### config.mk
export PLATFORM = sky130hd
export DESIGN_NAME = ascon_ti_seq_ctrl_flat
export DESIGN_NICKNAME = d
export VERILOG_FILES = /design/src/rtl/ascon_ti_ctrl_pkg.sv /design/src/rtl/ascon_ti_seq_ctrl_if.sv /design/src/rtl/ascon_ti_vdelay.sv /design/src/rtl/ascon_ti_seq_ctrl.sv /design/src/flat_wrapper.sv
export SDC_FILE = /design/constraint.sdc
export NUM_CORES = 1
export LEC_CHECK = 0
export BUFFER_PORTS_ARGS = -buffer_cell sky130_fd_sc_hd__buf_2
export CAP_MARGIN = 20
export CORE_UTILIZATION = 56
export DETAILED_ROUTE_END_ITERATION = 7
export GPL_TIMING_DRIVEN = 0
export PLACE_DENSITY = 0.78
export REMOVE_ABC_BUFFERS = 1
export SLEW_MARGIN = 20
export SYNTH_ARGS = -nofsm -noshare
export SYNTH_HDL_FRONTEND = slang
export SYNTH_SLANG_ARGS = --single-unit
### constraint.sdc
create_clock -name crypto_clk -period 2.4 [get_ports crypto_clk]
set_input_delay 0.12 -clock crypto_clk [delete_from_list [all_inputs] [get_ports crypto_clk]]
set_output_delay 0.12 -clock crypto_clk [all_outputs]
set_load 0.02 [all_outputs]
### src/rtl/ascon_ti_ctrl_pkg.sv
// ascon_ti_ctrl_pkg
// Shared definitions for the ASCON threshold-implementation sequencer:
// FSM state encoding, default operation geometry and the address width
// of the bit-serial load/unload word mux.
package ascon_ti_ctrl_pkg;

    localparam int ADDR_W        = 12;
    localparam int DATA_BITS_DEF = 128;
    localparam int LOAD_LAT_DEF  = 2;
    localparam int TIMEOUT_DEF   = 4096;

    typedef enum logic [2:0] {
        ST_IDLE   = 3'd0,
        ST_LOAD   = 3'd1,
        ST_FLUSH  = 3'd2,
        ST_RUN    = 3'd3,
        ST_UNLOAD = 3'd4,
        ST_FIN    = 3'd5
    } ctrl_state_t;

    // One bit wider than needed to hold TIMEOUT-1, so the counter can
    // saturate without ever aliasing back onto the abort threshold.
    function automatic int run_cnt_width(input int timeout);
        return $clog2(timeout) + 1;
    endfunction

endpackage

### src/rtl/ascon_ti_seq_ctrl_if.sv
// ascon_ti_seq_ctrl_if
// Handshake/status bundle between the sequencer and its surroundings.
//   start_i, core_done_i         : requests into the sequencer
//   w_addr_o, w_en_o             : bit index and capture enable for the word mux
//   load_valid_o, core_start_o   : core-side strobes
//   busy_o, done_o, err_o, trig_o: status and scope trigger
// Modport master = host/environment side, slave = sequencer side.
interface ascon_ti_seq_ctrl_if;
    import ascon_ti_ctrl_pkg::*;

    logic              start_i;
    logic              core_done_i;
    logic [ADDR_W-1:0] w_addr_o;
    logic              w_en_o;
    logic              load_valid_o;
    logic              core_start_o;
    logic              busy_o;
    logic              done_o;
    logic              err_o;
    logic              trig_o;

    modport master (
        output start_i, core_done_i,
        input  w_addr_o, w_en_o, load_valid_o, core_start_o,
        input  busy_o, done_o, err_o, trig_o
    );

    modport slave (
        input  start_i, core_done_i,
        output w_addr_o, w_en_o, load_valid_o, core_start_o,
        output busy_o, done_o, err_o, trig_o
    );
endinterface

### src/rtl/ascon_ti_vdelay.sv
// ascon_ti_vdelay
// Single-bit delay line of DEPTH flops (DEPTH >= 1); dout is the last
// flop, so the delayed signal is registered.
//   crypto_clk : clock
//   rst_ni     : asynchronous active-low reset, clears every tap
//   din        : bit to delay
//   dout       : din delayed by DEPTH cycles
module ascon_ti_vdelay #(
    parameter int DEPTH = 2
) (
    input  logic crypto_clk,
    input  logic rst_ni,
    input  logic din,
    output logic dout
);

    logic [DEPTH-1:0] tap_reg;
    logic [DEPTH-1:0] tap_next;

    genvar gi;
    generate
        for (gi = 0; gi < DEPTH; gi++) begin : g_tap
            if (gi == 0) begin : g_head
                assign tap_next[gi] = din;
            end else begin : g_body
                assign tap_next[gi] = tap_reg[gi-1];
            end
        end
    endgenerate

    always_ff @(posedge crypto_clk or negedge rst_ni) begin
        if (!rst_ni) begin
            tap_reg <= '0;
        end else begin
            tap_reg <= tap_next;
        end
    end

    assign dout = tap_reg[DEPTH-1];

endmodule

### src/rtl/ascon_ti_seq_ctrl.sv
// ascon_ti_seq_ctrl
// Sequencer for a masked ASCON core: bit-serially loads the share word
// (LOAD), waits for the load pipeline to drain (FLUSH), starts the core
// and waits for its done edge or a timeout (RUN), bit-serially unloads
// the result (UNLOAD) and reports completion (FIN).
//   crypto_clk : sole clock
//   rst_ni     : asynchronous active-low reset
//   bus        : ascon_ti_seq_ctrl_if.slave (start/done in, strobes/status out)
// Every output is a flop; outputs are decoded from the next state so they
// line up with the state they describe. LOAD_LAT must be at least 1.
module ascon_ti_seq_ctrl
    import ascon_ti_ctrl_pkg::*;
#(
    parameter int DATA_BITS = DATA_BITS_DEF,
    parameter int LOAD_LAT  = LOAD_LAT_DEF,
    parameter int TIMEOUT   = TIMEOUT_DEF
) (
    input logic               crypto_clk,
    input logic               rst_ni,
    ascon_ti_seq_ctrl_if.slave bus
);

    localparam int RUN_W   = run_cnt_width(TIMEOUT);
    localparam int FLUSH_W = (LOAD_LAT > 1) ? $clog2(LOAD_LAT) : 1;

    localparam logic [ADDR_W-1:0]  ADDR_LAST  = ADDR_W'(DATA_BITS - 1);
    localparam logic [RUN_W-1:0]   RUN_LAST   = RUN_W'(TIMEOUT - 1);
    localparam logic [RUN_W-1:0]   RUN_SAT    = '1;
    localparam logic [FLUSH_W-1:0] FLUSH_LAST = FLUSH_W'(LOAD_LAT - 1);

    ctrl_state_t        state_reg, state_next;
    logic [ADDR_W-1:0]  addr_reg, addr_next;
    logic [RUN_W-1:0]   run_cnt_reg, run_cnt_next;
    logic [FLUSH_W-1:0] flush_cnt_reg, flush_cnt_next;
    logic               err_reg, err_next;
    logic               busy_reg, done_reg, trig_reg, core_start_reg, w_en_reg;
    logic               done_q_reg;
    logic               done_rise;
    logic               in_load;
    logic               load_valid;

    // done_q follows core_done_i in every state, so a level that is already
    // high when RUN is entered never produces a rise.
    assign done_rise = bus.core_done_i & ~done_q_reg;
    assign in_load   = (state_reg == ST_LOAD);

    always_comb begin
        state_next     = state_reg;
        addr_next      = '0;
        run_cnt_next   = '0;
        flush_cnt_next = '0;
        err_next       = err_reg;
        case (state_reg)
            ST_IDLE: begin
                if (bus.start_i) begin
                    state_next = ST_LOAD;
                    err_next   = 1'b0;
                end
            end
            ST_LOAD: begin
                if (addr_reg == ADDR_LAST) begin
                    state_next = ST_FLUSH;
                end else begin
                    addr_next = addr_reg + ADDR_W'(1);
                end
            end
            ST_FLUSH: begin
                if (flush_cnt_reg == FLUSH_LAST) begin
                    state_next = ST_RUN;
                end else begin
                    flush_cnt_next = flush_cnt_reg + FLUSH_W'(1);
                end
            end
            ST_RUN: begin
                // A done edge in the last allowed cycle still wins over abort.
                if (done_rise) begin
                    state_next = ST_UNLOAD;
                end else if (run_cnt_reg == RUN_LAST) begin
                    state_next = ST_FIN;
                    err_next   = 1'b1;
                end else if (run_cnt_reg == RUN_SAT) begin
                    run_cnt_next = run_cnt_reg;
                end else begin
                    run_cnt_next = run_cnt_reg + RUN_W'(1);
                end
            end
            ST_UNLOAD: begin
                if (addr_reg == ADDR_LAST) begin
                    state_next = ST_FIN;
                end else begin
                    addr_next = addr_reg + ADDR_W'(1);
                end
            end
            ST_FIN: begin
                state_next = ST_IDLE;
            end
            default: begin
                state_next = ST_IDLE;
            end
        endcase
    end

    always_ff @(posedge crypto_clk or negedge rst_ni) begin
        if (!rst_ni) begin
            state_reg      <= ST_IDLE;
            addr_reg       <= '0;
            run_cnt_reg    <= '0;
            flush_cnt_reg  <= '0;
            err_reg        <= 1'b0;
            busy_reg       <= 1'b0;
            done_reg       <= 1'b0;
            trig_reg       <= 1'b0;
            core_start_reg <= 1'b0;
            w_en_reg       <= 1'b0;
            done_q_reg     <= 1'b0;
        end else begin
            state_reg      <= state_next;
            addr_reg       <= addr_next;
            run_cnt_reg    <= run_cnt_next;
            flush_cnt_reg  <= flush_cnt_next;
            err_reg        <= err_next;
            busy_reg       <= (state_next != ST_IDLE);
            done_reg       <= (state_next == ST_FIN);
            trig_reg       <= (state_next == ST_RUN);
            core_start_reg <= (state_next == ST_RUN) && (state_reg != ST_RUN);
            w_en_reg       <= (state_next == ST_UNLOAD);
            done_q_reg     <= bus.core_done_i;
        end
    end

    // "in LOAD" delayed by LOAD_LAT flops marks the share word at the core input.
    ascon_ti_vdelay #(
        .DEPTH (LOAD_LAT)
    ) u_vdelay (
        .crypto_clk (crypto_clk),
        .rst_ni     (rst_ni),
        .din        (in_load),
        .dout       (load_valid)
    );

    assign bus.w_addr_o     = addr_reg;
    assign bus.w_en_o       = w_en_reg;
    assign bus.load_valid_o = load_valid;
    assign bus.core_start_o = core_start_reg;
    assign bus.busy_o       = busy_reg;
    assign bus.done_o       = done_reg;
    assign bus.err_o        = err_reg;
    assign bus.trig_o       = trig_reg;

endmodule

### src/flat_wrapper.sv
// flat-port wrapper written by rule: the top's interface ports become plain ports
module ascon_ti_seq_ctrl_flat import ascon_ti_ctrl_pkg::*;
#(
    parameter int DATA_BITS = DATA_BITS_DEF,
    parameter int LOAD_LAT  = LOAD_LAT_DEF,
    parameter int TIMEOUT   = TIMEOUT_DEF
)
  (crypto_clk, rst_ni, bus_start_i, bus_core_done_i, bus_w_addr_o, bus_w_en_o, bus_load_valid_o, bus_core_start_o, bus_busy_o, bus_done_o, bus_err_o, bus_trig_o);
  ascon_ti_seq_ctrl_if bus_i ();
  input logic crypto_clk;
  input logic rst_ni;
  input wire logic [$bits(bus_i.start_i)-1:0] bus_start_i;
  input wire logic [$bits(bus_i.core_done_i)-1:0] bus_core_done_i;
  output wire logic [$bits(bus_i.w_addr_o)-1:0] bus_w_addr_o;
  output wire logic [$bits(bus_i.w_en_o)-1:0] bus_w_en_o;
  output wire logic [$bits(bus_i.load_valid_o)-1:0] bus_load_valid_o;
  output wire logic [$bits(bus_i.core_start_o)-1:0] bus_core_start_o;
  output wire logic [$bits(bus_i.busy_o)-1:0] bus_busy_o;
  output wire logic [$bits(bus_i.done_o)-1:0] bus_done_o;
  output wire logic [$bits(bus_i.err_o)-1:0] bus_err_o;
  output wire logic [$bits(bus_i.trig_o)-1:0] bus_trig_o;
  assign bus_i.start_i = bus_start_i;
  assign bus_i.core_done_i = bus_core_done_i;
  assign bus_w_addr_o = bus_i.w_addr_o;
  assign bus_w_en_o = bus_i.w_en_o;
  assign bus_load_valid_o = bus_i.load_valid_o;
  assign bus_core_start_o = bus_i.core_start_o;
  assign bus_busy_o = bus_i.busy_o;
  assign bus_done_o = bus_i.done_o;
  assign bus_err_o = bus_i.err_o;
  assign bus_trig_o = bus_i.trig_o;
  ascon_ti_seq_ctrl #(.DATA_BITS(DATA_BITS), .LOAD_LAT(LOAD_LAT), .TIMEOUT(TIMEOUT)) u_core (.crypto_clk(crypto_clk), .rst_ni(rst_ni), .bus(bus_i));
endmodule
==> results of run 1 <==
layout by cell type (no fill, tap or decap), types with 2 or more instances in the layout:
master | netlist | routed
sky130_fd_sc_hd__inv_1 | 10 | 10
sky130_fd_sc_hd__nand2_1 | 8 | 8
sky130_fd_sc_hd__o21ai_0 | 2 | 2
sky130_fd_sc_hd__or2_2 | 3 | 3
sky130_fd_sc_hd__nor4_1 | 4 | 4
sky130_fd_sc_hd__nand3b_1 | 4 | 4
sky130_fd_sc_hd__nor3_1 | 5 | 5
sky130_fd_sc_hd__nor4_4 | 1 | 2
sky130_fd_sc_hd__or3_1 | 2 | 2
sky130_fd_sc_hd__buf_2 | 3 | 22
sky130_fd_sc_hd__nand3_1 | 19 | 19
sky130_fd_sc_hd__or4_4 | 2 | 2
sky130_fd_sc_hd__a21oi_1 | 6 | 6
sky130_fd_sc_hd__a2111oi_0 | 2 | 2
sky130_fd_sc_hd__xnor2_1 | 7 | 7
sky130_fd_sc_hd__nand4_1 | 5 | 5
sky130_fd_sc_hd__dfrtp_1 | 38 | 38
sky130_fd_sc_hd__o41ai_1 | 2 | 2
sky130_fd_sc_hd__nor2_1 | 20 | 19
sky130_fd_sc_hd__o2111ai_1 | 3 | 3
sky130_fd_sc_hd__o31ai_1 | 3 | 3
sky130_fd_sc_hd__clkinv_2 | 0 | 2
sky130_fd_sc_hd__ha_1 | 2 | 2
sky130_fd_sc_hd__and3_1 | 4 | 4
sky130_fd_sc_hd__mux2i_1 | 4 | 4
sky130_fd_sc_hd__clkbuf_4 | 0 | 5
sky130_fd_sc_hd__dlygate4sd3_1 | 0 | 2
sky130_fd_sc_hd__xor2_1 | 3 | 3
sky130_fd_sc_hd__nand2b_1 | 4 | 4
repair_timing:
item / CTS / global route
endpoints found under the hold margin: 39 / 0
resized for setup: 0 / 2
endpoints found under the setup margin: 0 / 4
hold buffers: 2 / 0
critical path, stage by stage, from the launching register on:
cell and delay (ns):
sky130_fd_sc_hd__dfrtp_1 0.42, sky130_fd_sc_hd__ha_1 0.23, sky130_fd_sc_hd__nand4_1 0.25, sky130_fd_sc_hd__or4_4 0.69
sky130_fd_sc_hd__nand2_1 0.27, sky130_fd_sc_hd__o31ai_1 0.12
power breakdown:
part	internal (uW)	total [uW]	switching (uW)
registers	712	791	78.7
logic	133	354	221
clock network	216	422	206
total	1060	1570	506
cell families (layout without fill, tap and decap cells):
family / Yosys count / count (layout) / synth area share [%]
adders and majority gates: 2 / 2 / 1.33
muxes: 5 / 5 / 2.73
xor gates and xnor gates: 10 / 10 / 4.65
AOI/OAI and AO/OA: 25 / 25 / 10.0
and+or+nand+nor: 88 / 88 / 26.7
DFF: 38 / 38 / 50.5
buffers and inverters: 16 / 43 / 3.99
synth_stat cells, types with 2 or more instances:
master	n
sky130_fd_sc_hd__xnor2_1	7
sky130_fd_sc_hd__nor3_1	5
sky130_fd_sc_hd__o2111ai_1	3
sky130_fd_sc_hd__inv_1	10
sky130_fd_sc_hd__nand2b_1	4
sky130_fd_sc_hd__xor2_1	3
sky130_fd_sc_hd__or4_4	2
sky130_fd_sc_hd__nor2_1	20
sky130_fd_sc_hd__or3_1	2
sky130_fd_sc_hd__o21ai_0	2
sky130_fd_sc_hd__and3_1	4
sky130_fd_sc_hd__o31ai_1	3
sky130_fd_sc_hd__nand3_1	19
sky130_fd_sc_hd__o41ai_1	2
sky130_fd_sc_hd__nand4_1	5
sky130_fd_sc_hd__nor4_1	4
sky130_fd_sc_hd__a2111oi_0	2
sky130_fd_sc_hd__nand3b_1	4
sky130_fd_sc_hd__nand2_1	8
sky130_fd_sc_hd__dfrtp_1	38
sky130_fd_sc_hd__mux2i_1	4
sky130_fd_sc_hd__buf_2	3
sky130_fd_sc_hd__or2_2	3
sky130_fd_sc_hd__a21oi_1	6
sky130_fd_sc_hd__ha_1	2
through the flow:
stage | setup WS, ns | area (um2)
6_report | 0.283 | 2120
5_1_grt | 0.146 | 2120
4_1_cts | 0.152 | 2110
3_5_place_dp | 0.190 | 2010
3_3_place_gp | 0.244 | 2010
2_1_floorplan | 0.555 | 1850
area by class of cell:
cell class | instances | area share (%)
flip-flops and latches | 38 | 44.8
repair buffers | 24 | 6.13
inverters | 11 | 1.95
clock inverters | 3 | 1.89
well taps | 44 | 2.59
clock buffers | 5 | 1.77
multi-input cells | 130 | 40.9
final timing paths:
path / end / slack (ns) / cells past startpoint
max: u_core.run_cnt_reg[0] / 0.28 / 5
min: u_core.bus.err_o / 0.11 / 4
max reg2reg: u_core.run_cnt_reg[0] / 0.28 / 5
min reg2reg: u_core.u_vdelay.tap_reg[1] / 0.36 / 0
max in group asynchronous: u_core.bus.w_addr_o[3] / 1.48 / 2
min in group asynchronous: u_core.run_cnt_reg[10] / 0.40 / 2
layer usage:
layer	wire (um)	vias up
li1	-	719
met1	1660	728
met2	1870	36
met3	125	4
met4	25	0
met5	0	-
==> flow_summary.toml, run 1 <==
[status]
status = "completed"

[layout]
seq_area_um2 = 951
number_of_inserted_filler_cells_in_the_final_layout = 249
layoutNonFillerInstCount = 255
area_taken_by_multi_input_logic_gates_um2 = 867
layout-drive-gt1-share_pct = 20.4
areaGrowthSynthToFinish_pct = 12.8
largest_register_ffs = 13
final_net_count = 216
diodes = 0
fin_util_pct = 67.8

[setup_path]
startpoint_type = "flop"
timing.critical_path.to_type = "flop"
worst_setup_startpoint = "u_core.run_cnt_reg[0]"
arrival_ns = 2.32
required_ns = 2.61
crit_path_max_fanout = 13
critical_path_class = "flop to flop"
regToRegStartpoint = "u_core.run_cnt_reg[0]"

[power_and_ir_drop]
total_power_uw = 1570
power.density_cell_area_mw_per_mm2 = 738
vdd_ir_drop_max_mv = 0.686
p_leak_uw = 0.000949

[route]
postRouteAntennaNets = 0
drt-wirelength-per-cell_um = 14.4
routed_wl_um = 3680
detail_route.drc_violations = 0
ratio_of_routed_vias_to_standard_cells = 5.83
drt_iter0_markers = 96
length_of_the_first_detailed_routing_pass_in_iterations = 4
dr_total_vias = 1487

[floorplan]
fp.dieH_um = 60.0
die_w_um = 60.0
initial_utilization_pct = 60.2
placement_rows = 20
floorplan.die_area_mm2 = 0.00360
pin_count = 23
area_of_the_core_mm2 = 0.00313

[timing]
hold_slack_ns = 0.106
max-slew-margin-rel_pct = 45.8
report.final.setup_viol = 0
finalMaxSlewViolations = 0
final_min_period_over_clock_period_pct = 88.2
rsz_0062_raised_after_global_routing = "no"
finalCriticalPeriod_ns = 2.12
finalHoldViolations = 0
timing.fmax_mhz = 472
worst_pin_slew_ns = 0.814
finalSetupTns_ns = 0
worst_clk_skew_ns = 0.00973

[global_route]
gr-usage-all-layers_pct = 23.8
top_usage_layer = "met2"
grt_pass1_vias = 1349
grt_use_met2_pct = 37.1
gr-usage-met1_pct = 31.5
fraction_of_met3_tracks_used_by_global_routing_pct = 7.79
grt_pass1_wl_um = 6140
grt-ovfl-total = 0
antenna_found_initial = 0
grt_start_max_net_pins = 39

[clock_network]
clkTransAtPathRegs_ns = 0.11
postCtsSetupBuffers = 0
clock-sinks = 38
clkLatencyLatePin_ns = 0.34
cts_inserted_buffers = 5
cts_max_level = 2
cts_tree = "built"
clock-root-buffer = "sky130_fd_sc_hd__clkbuf_4"
max_root_sink_buffers = 2

[synthesis]
ys_async_sr_fraction_pct = 100
yosysSeqAreaShare_pct = 50.5
postSynthAreaPerCell_um2 = 10.2
syn_area_mm2 = 0.00188
synthDominantAreaCellType = "sky130_fd_sc_hd__dfrtp_1"
postSynthRegisterBits = 38
synth-main-ff-cell = "sky130_fd_sc_hd__dfrtp_1"
yosysUniqueCellTypes = 44
synth_cells = 184
synth_largest_type_area_fraction_pct = 50.5
synth_edf_count = 0
cell_types_occupying_the_most_area_after_synthesis = "sky130_fd_sc_hd__dfrtp_1 (51%), sky130_fd_sc_hd__nand3_1 (5.1%), sky130_fd_sc_hd__nor2_1 (4.0%)"
yosys_warnings = 0

[placement]
globalplace.congestion = 0.871
placement.io_buffers = 22
detailedPlacementHpwl_um = 2530
placed_cells_incl_taps = 245

[min_path]
hp-class = "input pin to flop"
min_delay_src = "bus_start_i"

[flow_run]
cap_viol_max_count = 0
Power figures use the tool's default switching activity.
==> run 2: changes to the inputs <==
- CORE_UTILIZATION: 56 -> 50
- MAX_ROUTING_LAYER: unset -> met4
- PLACE_DENSITY: 0.78 -> 0.71
==> run 2 against run 1 <==
  * Combinational power hardly changed
  * Clock skew is 0.0043 ns lower
  * Clock power is 25% higher
  * Count of clock-buffer cells in the layout stayed put
  * Core utilization is 5.7 points lower
  * Non-clock buffer count stayed put
  * Register-to-register slack hardly changed
  * Wire length hardly changed
==> flow_summary.toml, run 2 (same netlist as run 1, synthesis figures left out) <==
[layout]
areaGrowthSynthToFinish_pct = 14.6
layout.cell_area.non_filler_mm2 = 0.00216
largest_register_ffs = 13
diodes = 0
fin_util_pct = 62.2
number_of_inserted_filler_cells_in_the_final_layout = 299
layout.cells.most_common_list = "sky130_fd_sc_hd__dfrtp_1 (38), sky130_fd_sc_hd__buf_2 (22), sky130_fd_sc_hd__nand3_1 (19), sky130_fd_sc_hd__nor2_1 (19), sky130_fd_sc_hd__inv_1 (10)"
final_net_count = 216
mostFrequentLayoutCell = "sky130_fd_sc_hd__dfrtp_1"
layout-drive-gt1-share_pct = 20.4

[timing]
finalCriticalPeriod_ns = 2.12
timing.fmax_mhz = 472
report.final.setup_viol = 0
rsz_0062_raised_after_global_routing = "no"
worst_pin_slew_ns = 0.804
max-slew-margin-rel_pct = 46.4
finalMaxSlewViolations = 0
finalHoldViolations = 0
fin_ws_ns = 0.280
finalSetupTns_ns = 0
worst_clk_skew_ns = 0.00547
final_min_period_over_clock_period_pct = 88.3

[floorplan]
pin_count = 23
die_w_um = 63.4
area_of_the_core_mm2 = 0.00347
floorplan.die_area_mm2 = 0.00401
placement_rows = 21
fp.dieH_um = 63.4
initial_utilization_pct = 54.3

[clock_network]
clkLatencyLatePin_ns = 0.29
cts_inserted_buffers = 5
max_root_sink_buffers = 2
postCtsSetupBuffers = 0
clkTransAtPathRegs_ns = 0.07
clock-sinks = 38
clock-root-buffer = "sky130_fd_sc_hd__clkbuf_8"
cts_max_level = 2
cts_tree = "built"

[power_and_ir_drop]
power_frac_clock_pct = 31.5
power.density_cell_area_mw_per_mm2 = 774
power_switching_uw = 517
cell_internal_pwr_uw = 1150
part_of_the_total_power_dissipated_in_sequential_elements_pct = 47.1
p_leak_uw = 0.000962
switching_share_pct = 31.0
pwr-share-comb_pct = 21.4
vdd_ir_drop_max_mv = 0.355

[global_route]
gr-usage-all-layers_pct = 21.6
grt-ovfl-total = 0
antenna_found_initial = 0
grt_pass1_wl_um = 6490
grt_start_max_net_pins = 39
grt_pass1_vias = 1400

[min_path]
hp-class = "input pin to flop"

[route]
drt_iter0_markers = 117
dr_total_vias = 1484
postRouteAntennaNets = 0
drt-wirelength-per-cell_um = 14.3
routed_wl_um = 3690
ratio_of_routed_vias_to_standard_cells = 5.77
detail_route.drc_violations = 0
length_of_the_first_detailed_routing_pass_in_iterations = 4

[setup_path]
timing.critical_path.to_type = "flop"
crit_path_max_fanout = 13
critical_path_class = "flop to flop"
arrival_ns = 2.27
required_ns = 2.55
startpoint_type = "flop"

[placement]
placement.io_buffers = 22
globalplace.congestion = 0.811
detailedPlace.worstSlack_ns = 0.114
detailedPlacementHpwl_um = 2580
placedInstanceArea_mm2 = 0.00202

[flow_run]
cap_viol_max_count = 0

[status]
status = "completed"
run 2: cell counts in the layout (fill, tap and decap cells not counted):
No cell type changed its count.
run 2: critical path, cell delays in order (launching register included):
cell	delay, ns
sky130_fd_sc_hd__dfrtp_1	0.42
sky130_fd_sc_hd__ha_1	0.25
sky130_fd_sc_hd__nand4_1	0.25
sky130_fd_sc_hd__or4_4	0.68
sky130_fd_sc_hd__nand2_1	0.27
sky130_fd_sc_hd__o31ai_1	0.11
run 2: path summary, 6_finish.rpt:
check / start / to / slack (ns) / depth (start not counted)
max: u_core.run_cnt_reg[0] / u_core.run_cnt_reg[0] / 0.28 / 5
min: bus_start_i / u_core.bus.err_o / 0.18 / 4
max reg2reg: u_core.run_cnt_reg[0] / u_core.run_cnt_reg[0] / 0.28 / 5
min reg2reg: u_core.u_vdelay.tap_reg[0] / u_core.u_vdelay.tap_reg[1] / 0.37 / 0
max in group asynchronous: rst_ni / u_core.run_cnt_reg[9] / 1.44 / 2
min in group asynchronous: rst_ni / u_core.bus.w_en_o / 0.46 / 2
run 2: final cells by class:
class / count / area (um2) / area share, %
Clock buffer: 5 / 68.8 / 3.19
Sequential cell: 38 / 951 / 44.1
Multi-Input combinational cell: 130 / 867 / 40.2
Tap cell: 46 / 57.6 / 2.67
Inverter: 11 / 41.3 / 1.92
Timing Repair Buffer: 24 / 130 / 6.04
Clock inverter: 3 / 40.0 / 1.86
run 2: power by group through the flow:
stage | combinational [uW] | sequential (uW) | clock [uW]
2_1_floorplan | 179 | 857 | 0
3_3_place_gp | 347 | 793 | 0
3_5_place_dp | 354 | 800 | 0
4_1_cts | 360 | 787 | 541
5_1_grt | 392 | 799 | 574
6_report | 357 | 786 | 526
run 2: layer usage:
metal | wire length (um) | track usage [%]
met5 | 0 | -
met4 | 36 | 8.24
met3 | 137 | 6.34
met2 | 1860 | 33.8
met1 | 1660 | 26.2
run 2: stage by stage:
stage	cells	power [uW]	hold slack, ns
after CTS	257	1690	0.168
after detailed placement	247	1150	0.269
after floorplan	179	1040	-0.176
after global routing	257	1770	0.207
after global placement	247	1140	0.250
final	257	1670	0.179
run 2: timing repair:
action	CTS	global route
gates resized for setup	0	2
hold buffers	2	0
endpoints found under the setup margin	0	7
endpoints found under the hold margin	39	0
